## src/rtl/core_irq_timer_pkg.sv

```systemverilog
// Shared constants for the machine timer block: register offsets, access FSM
// encoding, the latched request record and the byte-merge helper.
package core_irq_timer_pkg;

    localparam logic [15:0] OFF_MSIP        = 16'h0000;
    localparam logic [15:0] OFF_MTIMECMP_LO = 16'h4000;
    localparam logic [15:0] OFF_MTIMECMP_HI = 16'h4004;
    localparam logic [15:0] OFF_MTIME_LO    = 16'hBFF8;
    localparam logic [15:0] OFF_MTIME_HI    = 16'hBFFC;

    localparam logic [1:0] ST_IDLE = 2'd0;
    localparam logic [1:0] ST_WAIT = 2'd1;
    localparam logic [1:0] ST_RESP = 2'd2;

    typedef struct packed {
        logic [15:0] off;
        logic [31:0] data;
        logic        wen;
        logic [3:0]  be;
    } req_t;

    function automatic logic [31:0] merge_bytes(
        input logic [31:0] old_v,
        input logic [31:0] new_v,
        input logic [3:0]  be
    );
        logic [31:0] res;
        res = old_v;
        for (int i = 0; i < 4; i++) begin
            if (be[i]) begin
                res[8*i +: 8] = new_v[8*i +: 8];
            end
        end
        return res;
    endfunction

endpackage

```

## src/rtl/core_irq_timer_counter.sv

```systemverilog
// 64-bit mtime counter with byte-wise half loads and an optional prescaler.
// Prescaler is built only when CORE_IRQ_TIMER_PRESCALE_EN is defined.
module core_irq_timer_counter
    import core_irq_timer_pkg::*;
#(
    parameter logic [15:0] PRESCALE = 16'd1
) (
    input  logic        clk,
    input  logic        reset,
    input  logic        load_lo_i,
    input  logic        load_hi_i,
    input  logic [31:0] load_data_i,
    input  logic [3:0]  load_be_i,
    output logic [63:0] mtime_o
);

    logic [63:0] mtime_q, mtime_d;
    logic        tick;
    logic        load;

    assign load = load_lo_i | load_hi_i;

`ifdef CORE_IRQ_TIMER_PRESCALE_EN
    logic [15:0] presc_q, presc_d;

    always_comb begin
        tick    = (presc_q == PRESCALE - 16'd1);
        presc_d = tick ? 16'd0 : presc_q + 16'd1;
        // A software write to mtime restarts the tick period from zero.
        if (load) begin
            presc_d = 16'd0;
        end
    end

    always_ff @(posedge clk or negedge reset) begin
        if (!reset) begin
            presc_q <= 16'd0;
        end else begin
            presc_q <= presc_d;
        end
    end
`else
    logic unused_prescale;
    assign unused_prescale = ^PRESCALE;
    assign tick = 1'b1;
`endif

    // A load wins over a tick on the same edge; the other half is left as-is.
    always_comb begin
        mtime_d = mtime_q;
        if (load_lo_i) begin
            mtime_d[31:0] = merge_bytes(mtime_q[31:0], load_data_i, load_be_i);
        end
        if (load_hi_i) begin
            mtime_d[63:32] = merge_bytes(mtime_q[63:32], load_data_i, load_be_i);
        end
        if (!load && tick) begin
            mtime_d = mtime_q + 64'd1;
        end
    end

    always_ff @(posedge clk or negedge reset) begin
        if (!reset) begin
            mtime_q <= 64'd0;
        end else begin
            mtime_q <= mtime_d;
        end
    end

    assign mtime_o = mtime_q;

endmodule

```

## src/rtl/core_irq_timer.sv

```systemverilog
// Memory-mapped machine timer / software interrupt block (msip, mtime, mtimecmp).
// Define CORE_IRQ_TIMER_PRESCALE_EN to divide the mtime tick by PRESCALE.
//
// state | meaning
// IDLE  | no access pending, memReady high
// WAIT  | access latched, memReady low while the wait counter runs down
// RESP  | write committed, read data on dataout for exactly one cycle
module core_irq_timer
    import core_irq_timer_pkg::*;
#(
    parameter logic [31:0] BASE_ADDR   = 32'h0200_0000,
    parameter int unsigned ACCESS_WAIT = 1,
    parameter logic [15:0] PRESCALE    = 16'd1
) (
    input  logic        clk,
    input  logic        reset,
    input  logic [31:0] address,
    input  logic [31:0] datain,
    input  logic        wen,
    input  logic        ren,
    input  logic [3:0]  byte_select_vector,
    output logic [31:0] dataout,
    output logic        memReady,
    output logic        software_interrupt,
    output logic        timer_interrupt
);

    localparam logic [3:0] WAIT_LOAD = 4'(ACCESS_WAIT);

    logic [1:0]  state_q, state_d;
    logic [3:0]  wait_q, wait_d;
    req_t        req_q, req_d;
    logic [31:0] dataout_q, dataout_d;
    logic        msip_q, msip_d;
    logic [63:0] mtimecmp_q, mtimecmp_d;
    logic        timer_q;
    logic [63:0] mtime;
    logic        sel;
    logic        commit;
    logic        wr;
    logic [31:0] rdata;

    assign sel    = (ren | wen) && (address[31:16] == BASE_ADDR[31:16]);
    assign commit = (state_q == ST_WAIT) && (wait_q == 4'd1);
    assign wr     = commit && req_q.wen;

    // Read value is taken before the write lands, which gives the
    // read-old-value behaviour for combined read/write requests.
    always_comb begin
        rdata = 32'd0;
        case (req_q.off)
            OFF_MSIP:        rdata = {31'd0, msip_q};
            OFF_MTIMECMP_LO: rdata = mtimecmp_q[31:0];
            OFF_MTIMECMP_HI: rdata = mtimecmp_q[63:32];
            OFF_MTIME_LO:    rdata = mtime[31:0];
            OFF_MTIME_HI:    rdata = mtime[63:32];
            default:         rdata = 32'd0;
        endcase
    end

    always_comb begin
        state_d   = state_q;
        wait_d    = wait_q;
        req_d     = req_q;
        dataout_d = 32'd0;
        case (state_q)
            ST_IDLE: begin
                if (sel) begin
                    state_d    = ST_WAIT;
                    wait_d     = WAIT_LOAD;
                    req_d.off  = address[15:0];
                    req_d.data = datain;
                    req_d.wen  = wen;
                    req_d.be   = byte_select_vector;
                end
            end
            ST_WAIT: begin
                if (wait_q == 4'd1) begin
                    state_d   = ST_RESP;
                    dataout_d = rdata;
                end else begin
                    wait_d = wait_q - 4'd1;
                end
            end
            ST_RESP: state_d = ST_IDLE;
            default: state_d = ST_IDLE;
        endcase
    end

    always_comb begin
        msip_d     = msip_q;
        mtimecmp_d = mtimecmp_q;
        if (wr) begin
            case (req_q.off)
                OFF_MSIP: begin
                    if (req_q.be[0]) begin
                        msip_d = req_q.data[0];
                    end
                end
                OFF_MTIMECMP_LO:
                    mtimecmp_d[31:0] = merge_bytes(mtimecmp_q[31:0], req_q.data, req_q.be);
                OFF_MTIMECMP_HI:
                    mtimecmp_d[63:32] = merge_bytes(mtimecmp_q[63:32], req_q.data, req_q.be);
                default: ;
            endcase
        end
    end

    always_ff @(posedge clk or negedge reset) begin
        if (!reset) begin
            state_q    <= ST_IDLE;
            wait_q     <= 4'd0;
            req_q      <= '0;
            dataout_q  <= 32'd0;
            msip_q     <= 1'b0;
            mtimecmp_q <= 64'hFFFF_FFFF_FFFF_FFFF;
            timer_q    <= 1'b0;
        end else begin
            state_q    <= state_d;
            wait_q     <= wait_d;
            req_q      <= req_d;
            dataout_q  <= dataout_d;
            msip_q     <= msip_d;
            mtimecmp_q <= mtimecmp_d;
            timer_q    <= (mtime >= mtimecmp_q);
        end
    end

    core_irq_timer_counter #(
        .PRESCALE(PRESCALE)
    ) u_counter (
        .clk        (clk),
        .reset      (reset),
        .load_lo_i  (wr && (req_q.off == OFF_MTIME_LO)),
        .load_hi_i  (wr && (req_q.off == OFF_MTIME_HI)),
        .load_data_i(req_q.data),
        .load_be_i  (req_q.be),
        .mtime_o    (mtime)
    );

    assign memReady           = (state_q != ST_WAIT);
    assign dataout            = dataout_q;
    assign software_interrupt = msip_q;
    assign timer_interrupt    = timer_q;

endmodule

```

## config.mk

```make
export PLATFORM = sky130hd
export DESIGN_NAME = core_irq_timer
export DESIGN_NICKNAME = d
export VERILOG_FILES = /design/src/rtl/core_irq_timer_pkg.sv /design/src/rtl/core_irq_timer_counter.sv /design/src/rtl/core_irq_timer.sv
export SDC_FILE = /design/constraint.sdc
export NUM_CORES = 1
export LEC_CHECK = 0
export ABC_AREA = 0
export CORE_ASPECT_RATIO = 1.25
export CORE_MARGIN = 2
export CORE_UTILIZATION = 45
export DETAILED_ROUTE_END_ITERATION = 16
export PLACE_DENSITY_LB_ADDON = 0.1
export SYNTH_ARGS = -nofsm -noshare
export SYNTH_HDL_FRONTEND = slang
export SYNTH_SLANG_ARGS = --single-unit
```

## constraint.sdc

```tcl
create_clock -name clk -period 2.39 [get_ports clk]
set_input_delay 0.5975 -clock clk [delete_from_list [all_inputs] [get_ports clk]]
set_output_delay 0.5975 -clock clk [all_outputs]
set_load 0.05 [all_outputs]
```

==> results of run 1 <==
## logic make-up after synthesis
family,Yosys count,synth area share [%]
mux,150,13.9
buf+inv,117,3.70
simple gates,365,15.8
xor+xnor,3,0.217
compound gates,219,13.3
fa+ha+maj,67,6.91
flops,221,46.3
## worst paths after layout
check,end,startpoint,slack [ps]
max,software_interrupt,software_interrupt,70
min,dataout[3],reset,-10
max reg2reg,mtimecmp_q[60],req_q[43],80
min reg2reg,req_q[38],req_q[38],530
max in group asynchronous,mtimecmp_q[22],reset,1670
min in group clk,req_q[38],req_q[38],530
## metal layers
metal  wire length (um)  GRT usage [%]
met1              15000           33.2
met5                  0              0
met2              18000           44.3
met3               1510           2.85
met4               1040           7.91
## cell usage after synthesis (all sizes together), types with 4 or more instances
library cell	number
o311ai	7
mux2i	7
dfstp	64
o21ai	31
nor2	98
mux2	143
a21o	9
a311oi	17
inv	73
and2	8
buf	12
or3	12
nand2	64
a31oi	4
a21oi	39
and4	10
o211ai	15
dfrtp	157
a222oi	31
nand4	35
and3	22
nor3	34
ha	67
a211oi	27
nand3	45
nor4	19
o21a	8
clkbuf	31
## state kept, by name, indices dropped and copies added, names as in the netlist
| name | cells |
|---|---|
| timer_interrupt | 1 |
| req_q | 53 |
| state_q | 2 |
| mtimecmp_q | 64 |
| u_counter.mtime_o | 64 |
| software_interrupt | 1 |
| wait_q | 4 |
| dataout | 32 |
## repair_timing
| action | 4_1_cts | 5_1_grt |
|---|---|---|
| pin swaps | 0 | 3 |
| buffers inserted | 0 | 4 |
| setup endpoints to repair | 2 | 58 |
| resized for setup | 2 | 18 |
## worst register-to-register path: stages, from the launching register on
cell and delay (ps):
dfrtp_1 410, nor4_1 360, nand4_1 200, or2_1 300
nor2_2 220, buf_4 180, nand3_1 70, buf_4 200
mux2_2 290
## cell usage in the layout, fill, tap and decap left out, types with 39 or more instances in the layout
cell type	synthesis	routed
inv_1	73	73
dfstp_2	64	64
nor2_1	97	94
dfrtp_1	157	156
buf_4	0	129
mux2_2	143	143
ha_1	67	66
nand2_1	64	64
a21oi_1	39	39
clkdlybuf4s50_1	0	104
nand3_1	44	43
## cell type report
type / instances / area, um2
clock inverters: 13 / 230
inverters: 74 / 278
multi-input cells: 804 / 6160
well taps: 345 / 432
fillers: 2356 / 11100
repair buffers: 241 / 2160
flip-flops and latches: 221 / 5610
clock buffers: 33 / 696
## power breakdown
part | internal [W] | switching, W | total, W
Sequential | 0.00375 | 0.00000119 | 0.00375
Clock | 0.00270 | 0.00158 | 0.00428
Combinational | 0.000123 | 0.0000996 | 0.000223
Total | 0.00657 | 0.00168 | 0.00825
## per-stage QoR
stage          total power, W  utilization, %  std cells  worst slack (ps)
3_3_place_gp          0.00404            54.5       1681              -129
3_5_place_dp          0.00404            54.5       1681              -166
4_1_cts               0.00833            58.0       1727              28.2
2_1_floorplan         0.00382               -       1142              49.8
5_1_grt               0.00851            58.4       1731             -2.86
6_report              0.00825            58.4       1731              65.3
==> run_results.csv, run 1 <==
group,metric,value,unit
run_status,status,"finished with violations",
run_status,violations,"hold timing",
clock_tree,cts-hold-fix-buffers,0,
sta,relSlewSlack,66.2,%
sta,finalCritPeriodShare,97.3,%
sta,period_minus_slack,2320,ps
clock_tree,cts-root-buf,"clkbuf_16",
floorplan,start_util,45.5,%
placed_design,gp_congestion,0.927,
placed_design,post_dp_cell_area,14500,um2
sta,finalClockSkew,9.25,ps
layout,finalNetCount,1506,
routing,route.antenna.remaining_nets,0,
pwr,ir_drop,0.503,mV
setup_path,crit_cells,1,
synthesis,synthCells,1142,
floorplan,die-area,28300,um2
synthesis,synth.net_count,1281,
setup_path,critPathKind,"flip-flop to output port",
floorplan,num_rows,67,
layout,diodes,0,
pwr,leakagePower,6.80,nW
grt,grt_start_max_net_pins,62,
routing,first_iter_violations,613,
hold_path,hold_class,"input port to asynchronous set/reset pin",
synthesis,syn_area,12100,um2
setup_path,cpPeakStageDelay,820,ps
floorplan,io_pins,107,
grt,antenna_found_initial,0,
routing,wl,35.5,mm
clock_tree,cts_tree,"built",
synthesis,synth_cell_types,72,
sta,setup_tns,0,ps
setup_path,crit_chain,"clkdlybuf4s50_1",
setup_path,required,1790,ps
grt,grt_usage,25.5,%
synthesis,synthArstFlopShare,100,%
synthesis,netlist.area_leader.share,32.4,%
grt,grt_pass1_vias,10400,
clock_tree,cts-buffers-inserted,25,
synthesis,yosys_warnings,0,
synthesis,synth-seq-cells,221,
layout,drive_gt1_share,30.7,%
routing,drt-pass1-iter-count,6,
synthesis,yosys-top-cells-area,"dfrtp_1 32%, dfstp_2 14%, mux2_2 13%, ha_1 6.9%, nor2_1 3.0%",
routing,via_count,10200,
layout,final_cell_area,15600,um2
floorplan,core,26700,um2
clock_tree,clk_latency,530,ps
placed_design,port_buffers,106,
setup_path,crit_fanout,3,
synthesis,yosysSeqAreaShare,46.3,%
run,max_cap_viol_count,0,
synthesis,synthFlopType,"dfrtp_1",
setup_path,reg2reg_depth,8,
sta,worst_pin_slew,505,ps
setup_path,end_kind,"output port",
floorplan,die_h,188,um
clock_tree,htree_levels,1,
clock_tree,cts_buffer_depth,3,
grt,grt_pass1_wl,56.9,mm
routing,wl_per_cell,20.5,um
grt,grt_overflow_total,0,
synthesis,avgSynthCellArea,10.6,um2
setup_path,critical-path-top-delay-family,"buffers and inverters",
layout,area_growth_syn_to_layout,28.4,%
clock_tree,path_clk_slew,60,ps
clock_tree,clock-sinks,221,
pwr,power_density,530,nW/um2
sta,max_freq,430,MHz
setup_path,start_kind,"flip-flop",
setup_path,critPathSlowestCell,"clkdlybuf4s50_1",
sta,hold_viol,2,
synthesis,synth_top_area_cell,"dfrtp_1",
sta,slew_viol_final,0,
sta,setup_viol,0,
floorplan,die_w,151,um
routing,drcViolationCount,0,
synthesis,synth-edff-count,0,
sta,hold_ws,-12.0,ps
setup_path,worstPathArrival,1730,ps
placed_design,dp_hpwl,26.8,mm
routing,vias_per_cell,5.89,
setup_path,worst-path-buf-inv,1,
No activity file was read; power rests on OpenSTA's default activity.
==> run 2: changes to the inputs <==
--- a/config.mk
+++ b/config.mk
@@ -10,7 +10,7 @@
 export CORE_MARGIN = 2
 export CORE_UTILIZATION = 45
 export DETAILED_ROUTE_END_ITERATION = 16
-export PLACE_DENSITY_LB_ADDON = 0.1
+export PLACE_DENSITY = 0.65
 export SYNTH_ARGS = -nofsm -noshare
 export SYNTH_HDL_FRONTEND = slang
 export SYNTH_SLANG_ARGS = --single-unit
==> run_results.csv, run 2 (same netlist as run 1, synthesis figures left out) <==
group,metric,value,unit
clock_tree,clock-sinks,221,
layout,seqCellArea,5610,um2
setup_path,timing.rr.start,"mtimecmp_q[46]",
clock_tree,htree_levels,1,
setup_path,worst-path-buf-inv,3,
clock_tree,cts_tree,"built",
pwr,ir_drop,0.408,mV
grt,antenna_found_initial,0,
sta,max_freq,426,MHz
floorplan,io_pins,107,
floorplan,start_util,45.5,%
clock_tree,clk_latency,530,ps
setup_path,cpPeakStageDelay,550,ps
floorplan,num_rows,67,
routing,drcViolationCount,0,
layout,diodes,0,
layout,n_fill_cell,2315,
layout,finalNetCount,1506,
clock_tree,cts-buffers-inserted,24,
setup_path,r2r_slack,40,ps
grt,grt_usage,24.9,%
placed_design,port_buffers,106,
floorplan,die_w,151,um
hold_path,hold_class,"flip-flop to flip-flop",
run,max_cap_viol_count,0,
sta,relSlewSlack,64.4,%
clock_tree,cts_buffer_depth,3,
setup_path,crit_fanout,3,
setup_path,reg2reg_depth,9,
placed_design,dp_hpwl,26.0,mm
setup_path,critical-path-top-delay-family,"compound AO/OA/AOI/OAI gates",
routing,first_iter_violations,698,
hold_path,worstHoldStart,"req_q[38]",
floorplan,core,26700,um2
layout,final_common_cell,"dfrtp_1",
setup_path,cpMostUsedCell,"buf_4",
setup_path,critPathKind,"flip-flop to flip-flop",
sta,slew_viol_final,0,
sta,period_minus_slack,2350,ps
setup_path,critPathSlowestCell,"dfstp_2",
layout,layout_common_cells,"155 x dfrtp_1, 143 x mux2_2, 130 x buf_4, 104 x clkdlybuf4s50_1, 96 x nor2_1",
routing,wl,35.1,mm
floorplan,die-area,28300,um2
setup_path,crit-reg2reg-capture,"timer_interrupt",
sta,worst_pin_slew,530,ps
sta,hold_viol,0,
hold_path,min_to,"req_q[38]",
placed_design,gp_congestion,0.927,
routing,route.antenna.remaining_nets,0,
pwr,total_power,0.00800,W
setup_path,critPathLaunch,"mtimecmp_q[46]",
pwr,power_density,516,nW/um2
layout,area_growth_syn_to_layout,27.9,%
sta,finalClockSkew,7.15,ps
pwr,leakagePower,6.78,nW
setup_path,worstPathArrival,2810,ps
sta,finalCritPeriodShare,98.2,%
run_status,status,"finished clean",
layout,drive_gt1_share,30.9,%
grt,grt_start_max_net_pins,58,
layout,multiInputGateArea,6160,um2
sta,setup_ws,42.4,ps
sta,hold_ws,526,ps
sta,rsz0062_at_grt,"true",
placed_design,post_dp_cell_area,14500,um2
placed_design,place_ws,-101,ps
setup_path,required,2850,ps
setup_path,end_kind,"flip-flop",
clock_tree,path_clk_slew,60,ps
routing,vias_per_cell,5.99,
hold_path,holdPathStages,1,
routing,wl_per_cell,20.3,um
setup_path,start_kind,"flip-flop",
layout,final_cell_area,15500,um2
sta,setup_viol,0,
floorplan,die_h,188,um
grt,grt_pass1_vias,10500,
grt,grt_pass1_wl,56.0,mm
setup_path,crit_chain,"inv_1 -> ha_1 -> nand4_1 -> a211oi_2 -> buf_4 -> a2111oi_1 -> buf_4 -> a221o_1 -> nand3_1",
routing,via_count,10400,
routing,drt-pass1-iter-count,5,
grt,grt_overflow_total,0,
clock_tree,cts-root-buf,"clkbuf_16",
==> run 2: cell types whose count changed in the layout (fill, tap and decap cells not counted), sizes merged <==
cell and delta:
bufinv -3, clkinv +3, clkinvlp -2, clkbuf +1, dlygate4sd3 +1, inv -1
==> run 2: area by class of cell <==
class / count / share of cell area (%)
flip-flops and latches: 221 / 36.2
well taps: 345 / 2.78
clock inverters: 10 / 0.911
repair buffers: 242 / 13.9
inverters: 74 / 1.79
multi-input cells: 804 / 39.7
clock buffers: 34 / 4.70
==> run 2: power by group <==
| part | switching, W | internal (W) |
|---|---|---|
| clock network | 0.00158 | 0.00246 |
| registers | 0.00000135 | 0.00375 |
| logic | 0.0000978 | 0.000118 |
==> run 2: how the worst max path moves through the flow <==
stage / to / slack (ps) / depth (start not counted)
CTS: u_counter.mtime_o[45] / 4 / 9
finish: timer_interrupt / 40 / 9
detailed placement: req_q[31] / -100 / 6
floorplan: mtimecmp_q[24] / 50 / 8
global placement: req_q[27] / -120 / 7
global route: u_counter.mtime_o[45] / -20 / 9
==> run 2: metrics by stage <==
step,TNS (ps),utilization (%),std cells
6_report,0,58.2,1730
5_1_grt,-68.9,58.2,1730
4_1_cts,0,57.8,1725
3_5_place_dp,-3900,54.5,1680
3_3_place_gp,-5060,54.5,1680
2_1_floorplan,0,-,1142
==> run 2: worst register-to-register path, cell delays in order (launching register included) <==
cell       delay [ps]
dfstp_2           550
inv_1              50
ha_1              290
nand4_1           300
a211oi_2          340
buf_4             170
a2111oi_1          50
buf_4             150
a221o_1           300
nand3_1            80
==> run 2: layer usage <==
| metal | up-vias | GRT usage, % | wire (um) |
|---|---|---|---|
| li1 | 4774 | - | - |
| met1 | 5104 | 31.7 | 14400 |
| met2 | 384 | 42.0 | 17100 |
| met3 | 98 | 3.77 | 2070 |
| met4 | 0 | 10.8 | 1520 |
| met5 | - | 0 | 0 |
==> run 2: what timing repair did <==
item / 4_1_cts / 5_1_grt
buffers inserted: 0 / 5
setup endpoints to repair: 0 / 60
gates resized for setup: 0 / 19
hold endpoints to repair: 26 / 0
hold buffers: 1 / 0
==> run 3: changes to the inputs <==
--- a/config.mk
+++ b/config.mk
@@ -9,6 +9,7 @@
 export CORE_ASPECT_RATIO = 1.25
 export CORE_MARGIN = 2
 export CORE_UTILIZATION = 45
+export CTS_CLUSTER_SIZE = 28
 export DETAILED_ROUTE_END_ITERATION = 16
 export PLACE_DENSITY = 0.65
 export SYNTH_ARGS = -nofsm -noshare
==> results of run 3 <==
Same layout as run 2: the final DEF is identical, and so are final timing and power.
